===== src/rtl/if_fetch_unit.sv =====
// RV32I instruction-fetch stage: PC, IF/ID register, decode handshake.
// Optional misaligned-redirect trap enabled by IF_MISALIGN_TRAP_EN.
module if_fetch_unit #(
  parameter logic [31:0] RESET_PC = 32'h0000_0000,
  parameter int          XLEN     = 32
) (
  input  logic            clk,
  input  logic            rst_n,
  input  logic            fetch_en,
  output logic [XLEN-1:0] imem_addr,
  input  logic [XLEN-1:0] imem_inst,
  output logic            id_valid,
  input  logic            id_ready,
  output logic [XLEN-1:0] id_pc,
  output logic [XLEN-1:0] id_inst,
  output logic [XLEN-1:0] id_pc_plus4,
  input  logic            redirect_valid,
  input  logic [XLEN-1:0] redirect_pc,
  output logic            misalign_trap,
  output logic [XLEN-1:0] trap_pc,
  output logic [XLEN-1:0] fetch_count
);

  typedef struct packed {
    logic [XLEN-1:0] pc;
    logic [XLEN-1:0] inst;
    logic [XLEN-1:0] pc4;
  } ifid_t;

  typedef enum logic {
    EMPTY = 1'b0,
    FULL  = 1'b1
  } st_t;

  localparam logic [XLEN-1:0] NOP = 32'h0000_0013;

  st_t             st;
  st_t             st_nx;
  ifid_t           ifid;
  logic [XLEN-1:0] pc;
  logic [XLEN-1:0] pc4;
  logic [XLEN-1:0] tgt;
  logic [XLEN-1:0] cnt;
  logic            fire;
  logic            load;
  logic            mis;
  logic            halt;

  assign pc4  = pc + 32'd4;
  assign tgt  = redirect_pc & ~32'h3;
  assign fire = id_valid & id_ready;
  assign load = fetch_en & (~id_valid | id_ready)
              & ~redirect_valid & ~halt;

  always_ff @(posedge clk or negedge rst_n) begin
    if (!rst_n) st <= EMPTY;
    else        st <= st_nx;
  end

  always_comb begin
    st_nx = st;
    if (redirect_valid) st_nx = EMPTY;
    else if (load)      st_nx = FULL;
    else if (fire)      st_nx = EMPTY;
  end

  always_comb begin
    id_valid = (st == FULL);
  end

  always_ff @(posedge clk or negedge rst_n) begin
    if (!rst_n) begin
      pc <= RESET_PC;
    end else if (redirect_valid) begin
      if (!mis) pc <= tgt;
    end else if (load) begin
      pc <= pc4;
    end
  end

  always_ff @(posedge clk or negedge rst_n) begin
    if (!rst_n) begin
      ifid <= '{pc: '0, inst: NOP, pc4: '0};
    end else if (load) begin
      ifid <= '{pc: pc, inst: imem_inst, pc4: pc4};
    end
  end

  always_ff @(posedge clk or negedge rst_n) begin
    if (!rst_n)    cnt <= '0;
    else if (fire) cnt <= cnt + 32'd1;
  end

`ifdef IF_MISALIGN_TRAP_EN
  logic            trap_q;
  logic [XLEN-1:0] trap_pc_q;
  logic            halt_q;

  assign mis = redirect_valid & (|redirect_pc[1:0]);

  // Misaligned target parks fetch until an aligned redirect arrives.
  always_ff @(posedge clk or negedge rst_n) begin
    if (!rst_n) begin
      trap_q    <= 1'b0;
      trap_pc_q <= '0;
      halt_q    <= 1'b0;
    end else begin
      trap_q <= mis;
      if (mis)            trap_pc_q <= redirect_pc;
      if (redirect_valid) halt_q    <= mis;
    end
  end

  assign halt          = halt_q;
  assign misalign_trap = trap_q;
  assign trap_pc       = trap_pc_q;
`else
  assign mis           = 1'b0;
  assign halt          = 1'b0;
  assign misalign_trap = 1'b0;
  assign trap_pc       = '0;
`endif

  assign imem_addr   = pc;
  assign id_pc       = ifid.pc;
  assign id_inst     = ifid.inst;
  assign id_pc_plus4 = ifid.pc4;
  assign fetch_count = cnt;

endmodule


===== config.mk =====
export PLATFORM = sky130hd
export DESIGN_NAME = if_fetch_unit
export DESIGN_NICKNAME = d
export VERILOG_FILES = /design/src/rtl/if_fetch_unit.sv
export SDC_FILE = /design/constraint.sdc
export NUM_CORES = 1
export LEC_CHECK = 0
export CAP_MARGIN = 25
export CORE_MARGIN = 2
export CORE_UTILIZATION = 45
export DETAILED_ROUTE_END_ITERATION = 12
export GPL_ROUTABILITY_DRIVEN = 0
export PLACE_DENSITY = 0.79
export SYNTH_ARGS = -nofsm -noshare
export SYNTH_HDL_FRONTEND = slang
export SYNTH_SLANG_ARGS = --single-unit
export TNS_END_PERCENT = 50

===== constraint.sdc =====
create_clock -name clk -period 2.3 [get_ports clk]
set_input_delay 0.345 -clock clk [delete_from_list [all_inputs] [get_ports clk]]
set_output_delay 0.345 -clock clk [all_outputs]
set_load 0.02 [all_outputs]

==> flow_summary.toml <==
[cts]
worstSkewPairLatency_ps = 420
post_cts_buffers = 0
cts_buffers = 17
postCtsHoldBufs = 1
ctsResizeCount = 0
htreeDepth = 4
clock_sinks = 155
clock_path_buffers = 2
root_buffer = "clkbuf_16"
cts.reportedPaths.clkPinSlew_ps = 60
cts_tree = "yes"

[global_routing]
grt_pass1_wl_um = 29700
grt_use_total_pct = 22.4
grt_max_degree = 51
grt_pass1_vias = 5802
antenna_found_initial = 0
grt_overflow = 0

[setup_path]
criticalPathCategory = "flop to output pin"
cp.required_ps = 1960
crit_chain = "clkdlybuf4s50_1"
cp-end-kind = "output pin"
crit_family = "buffers and inverters"
slowest_delay_ps = 700
arrival_ps = 1660
slowest_stage = "clkdlybuf4s50_1"
crit_fanout = 9
r2r_slack_ps = 360
critPathLaunchType = "flop"
critPathBufInv = 1

[sta]
holdWs_ps = 395
grt_setup_unrepaired = "no"
skew_ps = 6.77
worst_slack_ps = 297
relSlewSlack_pct = 64.8
slew_viol_final = 0
setup-violations-final = 0
setup_tns_ps = 0
finalHoldViolCount = 0
fin_crit_sh_pct = 87.1
fmax_mhz = 499
layout_min_cycle_time_ps = 2000
tightest_slew_ps = 524

[power_and_ir_drop]
p_leak_uw = 0.00468
ir_worst_vdd_mv = 0.478
powerDensity_nw_per_um2 = 827

[detailed_routing]
drt-total-wl_um = 18900
num_vias = 5969
via_per_inst = 4.83
wire_per_inst_um = 15.3
drc = 0
drtIter0Drc = 310
ant_nets = 0
drt_pass1_iterations = 4

[place]
dpl.cell_count = 1204
preCtsSetupSlack_ps = 76.7
io_buffers = 221
place_area_um2 = 9720
hpwl_um = 13600

[min_path]
hp-class = "primary input to asynchronous set/reset pin"

[layout]
fin_nets = 1079
drive_gt1_share_pct = 7.54
fin_cells = 1237
stdcell_area_um2 = 10400
area_delta_synth_final_pct = 43.4
antenna_cells = 0

[synth]
ys_ff_latch = 155
yosys_warnings = 0
ys_types = 38
synthCells = 788
synth.avg_cell_area_um2 = 9.22
ys_seq_area_share_pct = 53.5
synth_largest_area_cell = "dfrtp_1"
synthTopCellsByArea = "dfrtp_1 (52%), nand2_1 (14%), xor2_1 (6.3%)"
yosysTopAreaCellShare_pct = 52.4
syn_area_um2 = 7260

[die]
dieHeight_um = 131
core_region_area_um2 = 15800
die_area_um2 = 17200
num_io_pins = 263
placementRows = 46
die_w_um = 131
initial_core_util_pct = 45.9

[outcome]
status = "finished, final reports clean"

[flow_run]
max_cap_viol_count = 0
==> worst paths after layout <==
kind,end,startpoint,depth (start not counted)
hold / removal,id_inst[12]$_DFFE_PN0P_,rst_n,2
max in group asynchronous,imem_addr[13]$_DFFE_PN0P_,rst_n,3
setup / recovery,imem_addr[23],imem_addr[23]$_DFFE_PN0P_,1
hold reg to reg,id_inst[4]$_DFFE_PN1P_,id_inst[4]$_DFFE_PN1P_,2
min in group clk,id_inst[0]$_DFFE_PN1P_,imem_inst[0],3
setup reg to reg,imem_addr[14]$_DFFE_PN0P_,imem_addr[3]$_DFFE_PN0P_,7
==> metrics by stage <==
step | utilization [%] | power [uW]
final | 65.8 | 8610
after CTS | 65.8 | 8710
after floorplan | - | 4390
after global routing | 65.8 | 9010
after detailed placement | 61.4 | 5460
after global placement | 61.4 | 5420
==> placed cells by master (no fill, tap or decap), types with 3 or more instances in the layout <==
cell / netlist / layout
clkbuf_16: 0 / 17
and2_1: 4 / 4
buf_12: 0 / 10
xor2_1: 52 / 52
and3_1: 10 / 10
buf_4: 39 / 17
o21ai_1: 8 / 8
nand2_1: 276 / 276
nand4_1: 30 / 30
clkdlybuf4s50_1: 0 / 219
and4_1: 5 / 5
o21ai_0: 49 / 49
conb_1: 1 / 39
inv_1: 6 / 6
clkinv_4: 0 / 3
nand3_1: 27 / 27
nor2_1: 17 / 16
bufinv_16: 0 / 6
clkinvlp_4: 0 / 3
xnor2_1: 35 / 35
dfrtp_1: 152 / 152
dfstp_2: 3 / 3
nor3_1: 6 / 5
==> power breakdown <==
part / switching [uW] / internal (uW)
Combinational: 1080 / 952
Sequential: 292 / 3080
Clock: 1140 / 2070
==> area by class of cell <==
class / instances / area (um^2)
Fill cell: 1272 / 5420
Sequential cell: 155 / 3880
Multi-Input combinational cell: 579 / 3010
Timing Repair Buffer: 249 / 2550
Clock buffer: 18 / 439
Tap cell: 216 / 270
Clock inverter: 14 / 243
Inverter: 6 / 22.5
==> worst register-to-register path, cell delays in order, from the launching register on <==
cell and delay [ps]:
dfrtp_1 450, ha_1 260, nand4_1 200, nor3_2 190, buf_4 270, nand4_1 160
xor2_1 160, o21ai_0 170
==> per-layer routing <==
metal	share of wire, %	up-vias	wire length [um]	GRT usage [%]
li1	-	2912	-	-
met1	42	2844	8000	28.2
met2	48	190	9100	37.3
met3	8.0	23	1510	6.60
met4	1.8	0	333	7.01
met5	0	-	0	0
==> Yosys cell counts, drive strengths merged <==
cell / count
buf: 60
dfstp: 3
xor2: 52
nor2: 17
nor3: 6
and2: 4
nand2: 277
and3: 11
a21oi: 1
clkbuf: 26
and4: 5
conb: 1
nand2b: 3
nand4: 31
nor4: 3
o31a: 1
xnor2: 35
nand3: 29
mux2i: 1
o21ai: 58
o21a: 1
dfrtp: 152
nand3b: 1
mux2: 1
ha: 2
inv: 6
or2: 1
==> cells by family (layout without fill, tap and decap cells) <==
kind of cell               Yosys count  after routing  synth area share (%)
AOI/OAI and AO/OA                   61             61                  4.34
xor gates and xnor gates            87             87                  10.5
adders and majority gates            2              2                 0.345
buffers and inverters               92            287                  7.36
DFF                                155            155                  53.5
muxes                                2              2                 0.293
other                                1             39                0.0516
and+or+nand+nor                    388            388                  23.7
==> registers in the layout, indices dropped and copies added (netlist names) <==
register	cells
imem_addr	30
id_valid	1
id_inst	32
fetch_count	32
id_pc	30
id_pc_plus4	30
No activity file was read; power rests on OpenSTA's default activity.
